**src/rtl/fft_frame_ctrl_if.sv**
```systemverilog
// fft_frame_ctrl_if: sample-in / bin-out valid-ready streams of the FFT frame controller
interface fft_frame_ctrl_if #(parameter int WIDTH = 32) ();
  logic             in_valid;
  logic             in_ready;
  logic [WIDTH-1:0] in_data;
  logic             in_last;
  logic             out_valid;
  logic             out_ready;
  logic [WIDTH-1:0] out_data;
  logic             out_last;
  modport master (output in_valid, in_data, in_last, out_ready,
                  input  in_ready, out_valid, out_data, out_last);
  modport slave  (input  in_valid, in_data, in_last, out_ready,
                  output in_ready, out_valid, out_data, out_last);
endinterface

```
**src/rtl/fft_frame_ctrl.sv**
```systemverilog
// fft_frame_ctrl: collects an N-sample frame, holds it on the FFT inputs, captures and streams the N bins
module fft_frame_ctrl #(
  parameter int N           = 8,
  parameter int WIDTH       = 32,
  parameter int FFT_LATENCY = 0
) (
  input  logic               clk,
  input  logic               rst_n,
  fft_frame_ctrl_if.slave    io,
  output logic [N*WIDTH-1:0] fft_in,
  input  logic [N*WIDTH-1:0] fft_out,
  output logic               busy,
  output logic               frame_err,
  output logic [15:0]        frames_done
);
  localparam int IW = $clog2(N);
  typedef enum logic [1:0] {LOAD, COMPUTE, UNLOAD} state_t;
  state_t           state;
  logic [IW-1:0]    idx;
  logic [7:0]       wcnt;
  logic [WIDTH-1:0] samp [N];
  logic [WIDTH-1:0] res  [N];
  logic             out_valid;
  logic             out_last;
  logic             last_idx;
  assign last_idx     = idx == IW'(N - 1);
  assign io.in_ready  = state == LOAD;
  assign io.out_valid = out_valid;
  assign io.out_last  = out_last;
  assign io.out_data  = res[idx];
  // sample 0 sits at the MSBs of the packed bus
  for (genvar g = 0; g < N; g++) begin : g_pack
    assign fft_in[(N-g)*WIDTH-1 -: WIDTH] = samp[g];
  end
  always_ff @(posedge clk or negedge rst_n) begin
    if (!rst_n) begin
      state       <= LOAD;
      idx         <= '0;
      wcnt        <= '0;
      out_valid   <= 1'b0;
      out_last    <= 1'b0;
      busy        <= 1'b0;
      frame_err   <= 1'b0;
      frames_done <= '0;
      for (int k = 0; k < N; k++) begin
        samp[k] <= '0;
        res[k]  <= '0;
      end
    end else begin
      frame_err <= 1'b0;
      case (state)
        LOAD: if (io.in_valid) begin
          samp[idx] <= io.in_data;
          if (last_idx) begin
            idx       <= '0;
            state     <= COMPUTE;
            busy      <= 1'b1;
            wcnt      <= 8'(FFT_LATENCY);
            frame_err <= !io.in_last;
          end else if (io.in_last) begin
            idx       <= '0;
            frame_err <= 1'b1;
          end else begin
            idx <= idx + 1'b1;
          end
        end
        COMPUTE: if (wcnt == 8'd0) begin
          for (int k = 0; k < N; k++) res[k] <= fft_out[(N-k)*WIDTH-1 -: WIDTH];
          state     <= UNLOAD;
          out_valid <= 1'b1;
          out_last  <= 1'b0;
        end else begin
          wcnt <= wcnt - 8'd1;
        end
        UNLOAD: if (io.out_ready) begin
          if (last_idx) begin
            state       <= LOAD;
            idx         <= '0;
            out_valid   <= 1'b0;
            out_last    <= 1'b0;
            busy        <= 1'b0;
            frames_done <= frames_done + 16'd1;
          end else begin
            idx      <= idx + 1'b1;
            out_last <= idx == IW'(N - 2);
          end
        end
        default: state <= LOAD;
      endcase
    end
  end
endmodule

```
**src/flat_wrapper.sv**
```systemverilog
// flat-port wrapper written by rule: the top's interface ports become plain ports
module fft_frame_ctrl_flat 
#(
  parameter int N           = 8,
  parameter int WIDTH       = 32,
  parameter int FFT_LATENCY = 0
)
  (clk, rst_n, fft_in, fft_out, busy, frame_err, frames_done, io_in_valid, io_in_data, io_in_last, io_out_ready, io_in_ready, io_out_valid, io_out_data, io_out_last);
  fft_frame_ctrl_if #(.WIDTH(WIDTH)) io_i ();
  input  logic clk;
  input  logic rst_n;
  output logic [N*WIDTH-1:0] fft_in;
  input  logic [N*WIDTH-1:0] fft_out;
  output logic busy;
  output logic frame_err;
  output logic [15:0] frames_done;
  input wire logic [$bits(io_i.in_valid)-1:0] io_in_valid;
  input wire logic [$bits(io_i.in_data)-1:0] io_in_data;
  input wire logic [$bits(io_i.in_last)-1:0] io_in_last;
  input wire logic [$bits(io_i.out_ready)-1:0] io_out_ready;
  output wire logic [$bits(io_i.in_ready)-1:0] io_in_ready;
  output wire logic [$bits(io_i.out_valid)-1:0] io_out_valid;
  output wire logic [$bits(io_i.out_data)-1:0] io_out_data;
  output wire logic [$bits(io_i.out_last)-1:0] io_out_last;
  assign io_i.in_valid = io_in_valid;
  assign io_i.in_data = io_in_data;
  assign io_i.in_last = io_in_last;
  assign io_i.out_ready = io_out_ready;
  assign io_in_ready = io_i.in_ready;
  assign io_out_valid = io_i.out_valid;
  assign io_out_data = io_i.out_data;
  assign io_out_last = io_i.out_last;
  fft_frame_ctrl #(.N(N), .WIDTH(WIDTH), .FFT_LATENCY(FFT_LATENCY)) u_core (.clk(clk), .rst_n(rst_n), .io(io_i), .fft_in(fft_in), .fft_out(fft_out), .busy(busy), .frame_err(frame_err), .frames_done(frames_done));
endmodule
```
**config.mk**
```make
export PLATFORM = sky130hd
export DESIGN_NAME = fft_frame_ctrl_flat
export DESIGN_NICKNAME = d
export VERILOG_FILES = /design/src/rtl/fft_frame_ctrl_if.sv /design/src/rtl/fft_frame_ctrl.sv /design/src/flat_wrapper.sv
export SDC_FILE = /design/constraint.sdc
export NUM_CORES = 1
export LEC_CHECK = 0
export CORE_MARGIN = 1.5
export CORE_UTILIZATION = 32
export CTS_CLUSTER_DIAMETER = 200
export DETAILED_ROUTE_END_ITERATION = 10
export GPL_TIMING_DRIVEN = 0
export SYNTH_ARGS = -nofsm -noshare
export SYNTH_HDL_FRONTEND = slang
export SYNTH_SLANG_ARGS = --single-unit
```
**constraint.sdc**
```tcl
create_clock -name clk -period 2 [get_ports clk]
set_clock_uncertainty 0.1 [all_clocks]
set_input_delay 0.4 -clock clk [delete_from_list [all_inputs] [get_ports clk]]
set_output_delay 0.4 -clock clk [all_outputs]
set_load 0.05 [all_outputs]
```
==> results of run 1 <==
[logic make-up (layout without fill, tap and decap cells)]
kind of cell,after synthesis,in the layout,share of synthesized area
flip-flops,545,545,0.603
AO/OA/AOI/OAI,116,116,0.0377
buffers and inverters,94,928,0.0261
adder cells (fa/ha/maj),6,6,0.00332
XOR/XNOR,16,16,0.00620
AND/OR/NAND/NOR,128,128,0.0285
other,0,18,0
multiplexers,576,576,0.295
[stage by stage]
step | worst slack [ns] | TNS (ns) | power, mW | hold slack [ns]
floorplan | -0.168 | -2.83 | 31.8 | 0.00441
global placement | -23.79 | - | 41.3 | 0.363
detailed placement | -1.72 | -362.49 | 41.5 | 0.362
CTS | -1.07 | -189.22 | 56.2 | -0.265
global route | -1.13 | -153.42 | 58.9 | -0.219
finish | -1.02 | -111.84 | 56.7 | -0.276
[flip-flops by register name, indices dropped and copies added, names as in the netlist]
signal               count
u_core.busy              1
u_core.fft_in          256
u_core.frame_err         1
u_core.frames_done      16
u_core.idx               3
u_core.io.out_last       1
u_core.io.out_valid      1
u_core.res             256
u_core.state             2
u_core.wcnt              8
[worst max-delay path: stages (launching register included)]
cell       delay [ns]
dfrtp_1          0.40
buf_6            0.15
buf_12           0.14
buf_16           0.13
mux2i_4          0.24
o2bb2ai_2        0.08
a222oi_1         0.45
o21ai_4          0.13
buf_6            0.18
[timing repair]
action                     CTS  global route
gates cloned                 5            28
setup endpoints to repair  841           787
resized for setup          599           502
pin swaps                   43            48
buffers inserted            57            29
hold endpoints to repair    97            97
[cell type report]
class	instances	area, um2	share of cell area
sequential	545	13600	0.372
multi-input combinational	842	9880	0.269
timing repair buffer	722	8510	0.232
clock buffer	82	1750	0.0475
buffer	85	1370	0.0372
tap	940	1180	0.0320
clock inverter	31	304	0.00828
antenna	18	45.0	0.00123
inverter	8	43.8	0.00119
[layer usage]
layer | GRT usage | up-vias | routed length [um]
met5 | 0 | - | 245
met4 | 0.0903 | 36 | 3000
met3 | 0.0723 | 183 | 6400
met2 | 0.379 | 562 | 43500
met1 | 0.251 | 8410 | 33100
li1 | - | 7069 | -
[power groups by stage]
stage	combinational (mW)	clock, mW	sequential (mW)
detailed placement	25.9	0	15.6
CTS	29.0	11.7	15.5
global placement	25.7	0	15.6
finish	29.8	11.4	15.5
global route	30.9	12.2	15.8
floorplan	8.55	0	23.2
[worst paths after layout]
path | start | endpoint | slack [ns] | cells past startpoint
setup / recovery | u_core.idx[1]$_DFFE_PN0P_ | io_out_data[27] | -1.02 | 8
hold / removal | rst_n | u_core.res[0]$_DFFE_PN0P_ | -0.28 | 1
setup reg to reg | u_core.idx[1]$_DFFE_PN0P_ | u_core.fft_in[23]$_DFFE_PN0P_ | -0.46 | 12
hold reg to reg | u_core.frames_done[15]$_DFFE_PN0P_ | u_core.frames_done[15]$_DFFE_PN0P_ | 0.37 | 1
max in group asynchronous | rst_n | u_core.fft_in[27]$_DFFE_PN0P_ | 0.31 | 3
min in group clk | fft_out[104] | u_core.res[104]$_DFFE_PN0P_ | 0.27 | 2
[synth_stat cells (all sizes together), types with 2 or more instances]
cell type	count
and2	2
nor2	32
buf	76
o22ai	6
or4	5
o2bb2ai	9
nor3	5
inv	8
mux2i	23
a21o	2
mux4	17
a221oi	15
a222oi	9
nand3	12
nor2b	5
o221ai	2
or3	4
a221o	6
xnor2	12
dfrtp	545
or2	2
mux2	536
o31ai	2
a31oi	2
a311oi	3
and3	4
nand4	4
a2111oi	2
and4	2
nor4b	2
ha	6
a21oi	16
clkbuf	10
o21ai	20
o211ai	2
a22oi	14
xor2	4
nand2	44
==> impl_results.md, run 1 <==
- Number of fill cells: 5782
- Finished Layout Cells: 3273
- Dpl cells: 3026
- Power per cell area: 1550 nW/um2
- Post-synthesis cell count: 1481
- Syn-to-layout area delta: 62.3%
- Status: complete, but fails checks
- Post-synth EDFFs: 0
- Netlist cell types: 60
- DRC viols: 0
- Final worst slack: -1.02 ns
- Worst Setup End Kind: output port
- Final setup viols: 437
- Worst Path Arrival: 2.52 ns
- Total die area: 72300 um2
- Leak: 19.1 nW
- Syn avg cell area: 15.3 um2
- Initial antenna violation count: 39
- Nets@finish: 2563
- Vias per Instance: 4.97
- Worst Hold Class: in -> async
- RSZ-0062 raised after global routing: true
- Utilization after layout: 0.524
- Skew-Pair Late Insertion Delay: 0.62 ns
- Post-Syn Nets: 1780
- CTS root buffer: clkbuf_16
- Final min period: 3.02 ns
- Die X: 269 um
- Port Buffers: 601
- Slew Viols, Final: 0
- Post-route ant nets: 0
- Combinational power share: 0.525
- First-pass GRT wire length: 116000 um
- Top_reg_cell synth: dfrtp_1
- Net Switching: 24.1 mW
- Fin area: 36700 um2
- Number of global-route vias before repair: 17300
- Layout cells sized above 1: 0.416
- Placed instance area: 30300 um2
- Initial DRC Count: 806
- Commonest non-fill, non-tap cell in the layout: dfrtp_1
- Startpoint Class: register
- Flops & latches, synth: 545
- Fmax: 0.331 GHz
- Critical path peak fanout: 6
- RD Place Congestion: 0.822
- VDD IR-drop max: 796 uV
- Int Pwr: 32.6 mW
- Vert. Die Dim: 269 um
- Clk pwr share: 0.202
- Final period util: 1.51
- Largest area contributor in the netlist: dfrtp_1
- Drt pass-1 iters: 5
- Switching part of the total: 0.425
- Sequential Power Share: 0.273
- Standard-cell row count: 97
- Worst hold slack: -0.276 ns
- Worst setup path category: reg -> out
- Commonest cells after routing, fill and taps aside: dfrtp_1, clkdlybuf4s50_1, mux2_2
- I/O pins: 602
- Share of the synthesized area in the top cell type: 0.603
- Area of the core: 70000 um2
- CTS tree: built
- Max Root-Sink Buffers: 3
- Fraction of registers with async set/reset: 1.00
- Synth Warn #: 0
- Leading post-synthesis cells by cell area: dfrtp_1, mux2_2, mux2_1
- Synth Cell Area: 22600 um2
- Vias post-DR: 16300
- Max_cap viols: 0
- Num CTS Buffers: 60
- Final Hold Fails: 97
- Relative slew slack: 0.452
- HPWL Detailed: 57800 um
- Clock-pin transition on the worst setup and hold timing paths: 0.06 ns
- H-tree levels: 2
- WL final: 86200 um
- Wire length per cell: 26.3 um
- Seq/Total Area, Yosys: 0.603
- Total GRT Usage: 0.220
- Req. time, crit path: 1.50 ns
- Starting Density: 0.323
- Failing checks: hold timing, setup timing
- GR Overflow Total: 0
- Slew @ Worst Pin: 0.822 ns
- Pin count of the biggest net entering global routing: 125
- CTS Sinks: 545
No activity file was read; power rests on OpenSTA's default activity.
==> run 2: changes to the inputs <==
--- a/config.mk
+++ b/config.mk
@@ -5,11 +5,13 @@
 export SDC_FILE = /design/constraint.sdc
 export NUM_CORES = 1
 export LEC_CHECK = 0
-export CORE_MARGIN = 1.5
+export CORE_ASPECT_RATIO = 0.6
+export CORE_MARGIN = 10
 export CORE_UTILIZATION = 32
 export CTS_CLUSTER_DIAMETER = 200
 export DETAILED_ROUTE_END_ITERATION = 10
 export GPL_TIMING_DRIVEN = 0
+export REMOVE_ABC_BUFFERS = 1
 export SYNTH_ARGS = -nofsm -noshare
 export SYNTH_HDL_FRONTEND = slang
 export SYNTH_SLANG_ARGS = --single-unit
==> impl_results.md, run 2 (synthesis gave the netlist of run 1 again) <==
- Status: complete, but fails checks
- Failing checks: hold timing, setup timing
- Drt pass-1 iters: 5 (unchanged)
- Syn-to-layout area delta: 56.4%
- Slew @ Worst Pin: 0.873 ns (+0.0508 ns)
- Total Power: 55.8 mW (-1.7%)
- Post-route ant nets: 0 (unchanged)
- Final min period: 3.00 ns (-0.0247 ns)
- Worst setup path category: reg -> out
- Commonest non-fill, non-tap cell in the layout: dfrtp_1
- First-pass GRT wire length: 118000 um (+1.5%)
- Post-Place Worst Slack: -2.10 ns (-0.385 ns)
- Req. time, crit path: 1.50 ns (about the same)
- Number of fill cells: 5816 (+0.59%)
- I/O pins: 602 (unchanged)
- VDD IR-drop max: 970 uV (+22%)
- Total die area: 82100 um2 (+14%)
- Pin count of the biggest net entering global routing: 125 (unchanged)
- CP max-delay cell: dfrtp_4
- Final setup viols: 809 (+85%)
- Crit Reg-Reg Startpoint: u_core.idx[2]$_DFFE_PN0P_
- H-tree levels: 2 (unchanged)
- Final Hold Fails: 110 (+13%)
- Register area: 13700 um2 (about the same)
- GR Overflow Total: 0 (unchanged)
- Max Root-Sink Buffers: 3 (unchanged)
- Critical path peak fanout: 4 (-2)
- HPWL Detailed: 55200 um (-4.5%)
- Fmax: 0.334 GHz (+0.82%)
- Port Buffers: 601 (unchanged)
- Commonest cells after routing, fill and taps aside: dfrtp_1, clkdlybuf4s50_1, mux2_2
- Crit path launch: u_core.idx[0]$_DFFE_PN0P_
- Clock-pin transition on the worst setup and hold timing paths: 0.06 ns (about the same)
- Crit path top cell by count: buf_6
- Worst Setup End Kind: output port
- Vias per Instance: 4.99 (+0.50%)
- CTS tree: built
- Starting Density: 0.324 (+0.000543)
- Total GRT Usage: 0.192 (-0.0280)
- Max_cap viols: 0 (unchanged)
- R2r setup slk: -0.82 ns (-0.36 ns)
- Final period util: 1.50 (-0.0124)
- CTS root buffer: clkbuf_16
- Vert. Die Dim: 226 um (-16%)
- Area of the core: 69900 um2 (-0.17%)
- Worst Path Arrival: 2.50 ns (-0.02 ns)
- Skew-Pair Late Insertion Delay: 0.62 ns (about the same)
- Vias post-DR: 16100 (-0.85%)
- Worst Hold Class: in -> async
- Relative slew slack: 0.418 (-0.0338)
- Worst hold slack: -0.238 ns (+0.0380 ns)
- Critical path, cell by cell: buf_6 > buf_12 > mux2_2 > a22oi_2 > o21ai_2 > buf_6
- Layout cells sized above 1: 0.423 (+0.00693)
- Wire length per cell: 27.8 um (+5.5%)
- Leak: 16.0 nW (-16%)
- Slew Viols, Final: 0 (unchanged)
- Number of global-route vias before repair: 16900 (-2.6%)
- Nets@finish: 2549 (-0.55%)
- Initial DRC Count: 1087 (+35%)
- Standard-cell row count: 75 (-23%)
- Setup TNS: -230.40 ns (-118.56 ns)
- Power per cell area: 1580 nW/um2 (+2.0%)
- Final worst slack: -0.998 ns (+0.0247 ns)
- Placed instance area: 29800 um2 (-1.6%)
- CTS Sinks: 545 (unchanged)
- RD Place Congestion: 0.794 (-3.4%)
- CP max stage delay: 0.53 ns (+0.08 ns)
- Initial antenna violation count: 12 (-69%)
- WL final: 89700 um (+4.1%)
- RSZ-0062 raised after global routing: true
- Area of the multi-input gates: 9610 um2 (-2.8%)
- DRC viols: 0 (unchanged)
- Num CTS Buffers: 55 (-8.3%)
- Fin area: 35400 um2 (-3.6%)
- Startpoint Class: register
- Die X: 363 um (+35%)
==> run 2: layer usage <==
layer,wire length (um),GRT usage,up-vias
met5,0,0,-
li1,-,-,6995
met2,43600,0.322,436
met4,1890,0.0554,0
met1,39000,0.244,8589
met3,5250,0.0496,102
==> run 2: report_power, final <==
part	switching, mW	leakage (nW)	internal (mW)
registers	1.65	6.67	13.9
clock network	4.64	0.935	6.20
logic	17.8	8.44	11.6
total	24.1	16.0	31.7
==> run 2: what timing repair did <==
action,CTS,global route
resized for setup,346,387
pin swaps,50,36
cloned,13,39
endpoints found under the setup margin,854,852
buffers inserted,71,60
hold endpoints to repair,110,110
==> run 2: worst paths after layout <==
check	end	cells past startpoint
max	io_out_data[14]	6
min in group clk	u_core.res[24]$_DFFE_PN0P_	2
min reg2reg	u_core.busy$_DFFE_PN0P_	2
min	u_core.res[252]$_DFFE_PN0P_	1
max reg2reg	u_core.fft_in[178]$_DFFE_PN0P_	14
max in group asynchronous	u_core.idx[2]$_DFFE_PN0P_	3
==> run 2: per-stage QoR <==
step                      utilization  instances  hold slack (ns)
final                           0.506       3229           -0.238
after global routing            0.506       3229           -0.189
after CTS                       0.475       3130           -0.233
after detailed placement        0.427       2943            0.374
after global placement          0.418       2920            0.365
after floorplan                     -       1395          0.00441
==> run 2: layout make-up <==
type,count,area share
antenna,9,0.000637
clock buffer,81,0.0462
clock inverter,22,0.00690
inverter,8,0.00156
multi-input combinational,843,0.272
sequential,545,0.386
tap,924,0.0327
timing repair buffer,797,0.255
==> run 2: worst max-delay path: cells and delay by family, from the launching register on <==
kind            cells  cell delay (ns)
compound gates      2             0.62
mux                 1             0.27
flops               1             0.53
buf+inv             3             0.46
==> run 3: changes to the inputs <==
--- a/config.mk
+++ b/config.mk
@@ -8,7 +8,7 @@
 export CORE_ASPECT_RATIO = 0.6
 export CORE_MARGIN = 10
 export CORE_UTILIZATION = 32
-export CTS_CLUSTER_DIAMETER = 200
+export CTS_CLUSTER_DIAMETER = 40
 export DETAILED_ROUTE_END_ITERATION = 10
 export GPL_TIMING_DRIVEN = 0
 export REMOVE_ABC_BUFFERS = 1
==> impl_results.md, run 3 (synthesis gave the netlist of run 1 again) <==
- Power per cell area: 1640 nW/um2 (+3.9%)
- Final Hold Fails: 110 (unchanged)
- Setup TNS: -253.90 ns (-23.50 ns)
- Area of the multi-input gates: 9600 um2 (-0.13%)
- RD Place Congestion: 0.794 (unchanged)
- Final period util: 1.49 (-0.00415)
- Critical path peak fanout: 13 (+9)
- VDD IR-drop max: 980 uV (+1.0%)
- Leak: 16.3 nW (+1.5%)
- Final setup viols: 821 (+1.5%)
- Post-route ant nets: 0 (unchanged)
- Finished Layout Cells: 3250 (+0.65%)
- Dpl cells: 2943 (unchanged)
- Fmax: 0.334 GHz (+0.28%)
- Worst setup path category: reg -> out
- CTS tree: built
- Commonest non-fill, non-tap cell in the layout: clkdlybuf4s50_1
- Initial DRC Count: 1050 (-3.4%)
- Pin count of the biggest net entering global routing: 125 (unchanged)
- Syn-to-layout area delta: 59.7%
- Starting Density: 0.324 (unchanged)
- Commonest cells after routing, fill and taps aside: clkdlybuf4s50_1, dfrtp_1, mux2_2
- Worst Hold Class: in -> async
- Relative slew slack: 0.396 (-0.0223)
- Slew Viols, Final: 0 (unchanged)
- GR Overflow Total: 0 (unchanged)
- Area of the core: 69900 um2 (unchanged)
- Max_cap viols: 0 (unchanged)
- Die X: 363 um (unchanged)
- Critical path, cell by cell: buf_16 > buf_12 > nor2b_4 > buf_12 > a32o_2 > a31oi_4 > o21ai_2 > buf_6
- Worst Setup End Kind: output port
- Failing checks: hold timing, setup timing
- Register area: 13600 um2 (about the same)
- Initial antenna violation count: 6 (-6)
- Utilization after layout: 0.517 (+0.0106)
- Total GRT Usage: 0.192 (about the same)
- Nets@finish: 2565 (+0.63%)
- Number of global-route vias before repair: 16900 (+0.25%)
- RSZ-0062 raised after global routing: true
- Number of fill cells: 5765 (-0.88%)
- Vert. Die Dim: 226 um (unchanged)
- Skew-Pair Late Insertion Delay: 0.62 ns (about the same)
- Post-Place Worst Slack: -2.10 ns (unchanged)
- Max Root-Sink Buffers: 3 (unchanged)
- Worst hold slack: -0.309 ns (-0.0706 ns)
- Vias per Instance: 4.99 (about the same)
- CTS root buffer: clkbuf_16
- WL final: 89800 um (about the same)
- I/O pins: 602 (unchanged)
- Port Buffers: 601 (unchanged)
- First-pass GRT wire length: 117000 um (-0.45%)
- Layout cells sized above 1: 0.424 (+0.000863)
- Vias post-DR: 16200 (+0.67%)
- Status: complete, but fails checks
- Worst Path Arrival: 2.49 ns (about the same)
- Final worst slack: -0.990 ns (+0.00831 ns)
- Startpoint Class: register
- Total die area: 82100 um2 (unchanged)
- Drt pass-1 iters: 5 (unchanged)
- H-tree levels: 3 (+1)
- DRC viols: 0 (unchanged)
- HPWL Detailed: 55200 um (unchanged)
- CP max-delay cell: dfrtp_4
- Clock-pin transition on the worst setup and hold timing paths: 0.06 ns (about the same)
- Slew @ Worst Pin: 0.906 ns (+0.0335 ns)
- Crit path top cell by count: buf_12
- Standard-cell row count: 75 (unchanged)
- CP max stage delay: 0.52 ns (about the same)
- Num CTS Buffers: 72 (+31%)
- Wire length per cell: 27.6 um (-0.60%)
- CTS Sinks: 545 (unchanged)
- Req. time, crit path: 1.50 ns (about the same)
- Final min period: 2.99 ns (-0.00831 ns)
==> run 3: changes by cell type in the layout (fill, tap and decap cells not counted), moves of 7 or more <==
cell and change:
buf_12 +17, buf_16 -8, buf_6 -7, clkbuf_1 -7, clkbuf_16 +23, clkbuf_2 -13
clkbuf_8 -10, clkdlybuf4s50_1 +14, inv_6 +9, mux2_1 +10, mux2_4 -11
==> run 3: worst paths after layout <==
check | start | endpoint | slack [ns] | cells after the start
worst max register to register | u_core.idx[1]$_DFFE_PN0P_ | u_core.fft_in[214]$_DFFE_PN0P_ | -0.49 | 9
worst min-delay path | rst_n | u_core.res[252]$_DFFE_PN0P_ | -0.31 | 1
worst min register to register | u_core.busy$_DFFE_PN0P_ | u_core.busy$_DFFE_PN0P_ | 0.38 | 2
min in group clk | fft_out[181] | u_core.res[181]$_DFFE_PN0P_ | 0.27 | 2
max in group asynchronous | rst_n | u_core.idx[2]$_DFFE_PN0P_ | 0.37 | 3
worst max-delay path | u_core.idx[2]$_DFFE_PN0P_ | io_out_data[5] | -0.99 | 8
==> run 3: final cells by class <==
class | instances | share of cell area
diodes | 4 | 0.000277
clock buffers | 86 | 0.0560
clock inverters | 44 | 0.0153
inverters | 8 | 0.00201
multi-input cells | 844 | 0.266
flip-flops and latches | 545 | 0.378
well taps | 924 | 0.0320
repair buffers | 795 | 0.251
==> run 3: what timing repair did <==
action	in CTS	in global routing
pin swaps	23	55
gates resized for setup	318	380
setup endpoints to repair	854	851
buffers inserted	58	71
gates cloned	10	41
hold endpoints to repair	110	110
==> run 3: report_power, final <==
group	switching, mW	total [mW]	internal, mW
combinational	17.9	29.8	11.9
sequential	1.67	15.6	13.9
clock	5.34	13.8	8.51
total	24.9	59.2	34.3
==> run 3: worst max-delay path, delay by kind of cell, from the launching register on <==
kind | cells | cell delay [ns]
buffers and inverters | 4 | 0.62
AO/OA/AOI/OAI | 3 | 0.55
flip-flops | 1 | 0.52
AND/OR/NAND/NOR | 1 | 0.14
==> run 3: per-stage QoR <==
step / area (um2) / total power [mW]
detailed placement: 29800 / 40.9
global placement: 29200 / 41.3
global route: 36100 / 61.3
floorplan: 22100 / 30.7
finish: 36100 / 59.2
CTS: 33600 / 57.8
==> run 3: per-layer routing <==
metal / vias up / global-route usage / share of wire
li1: 7036 / - / -
met2: 435 / 0.321 / 0.48
met3: 103 / 0.0502 / 0.052
met1: 8656 / 0.247 / 0.44
met5: - / 0 / 0
met4: 0 / 0.0509 / 0.021
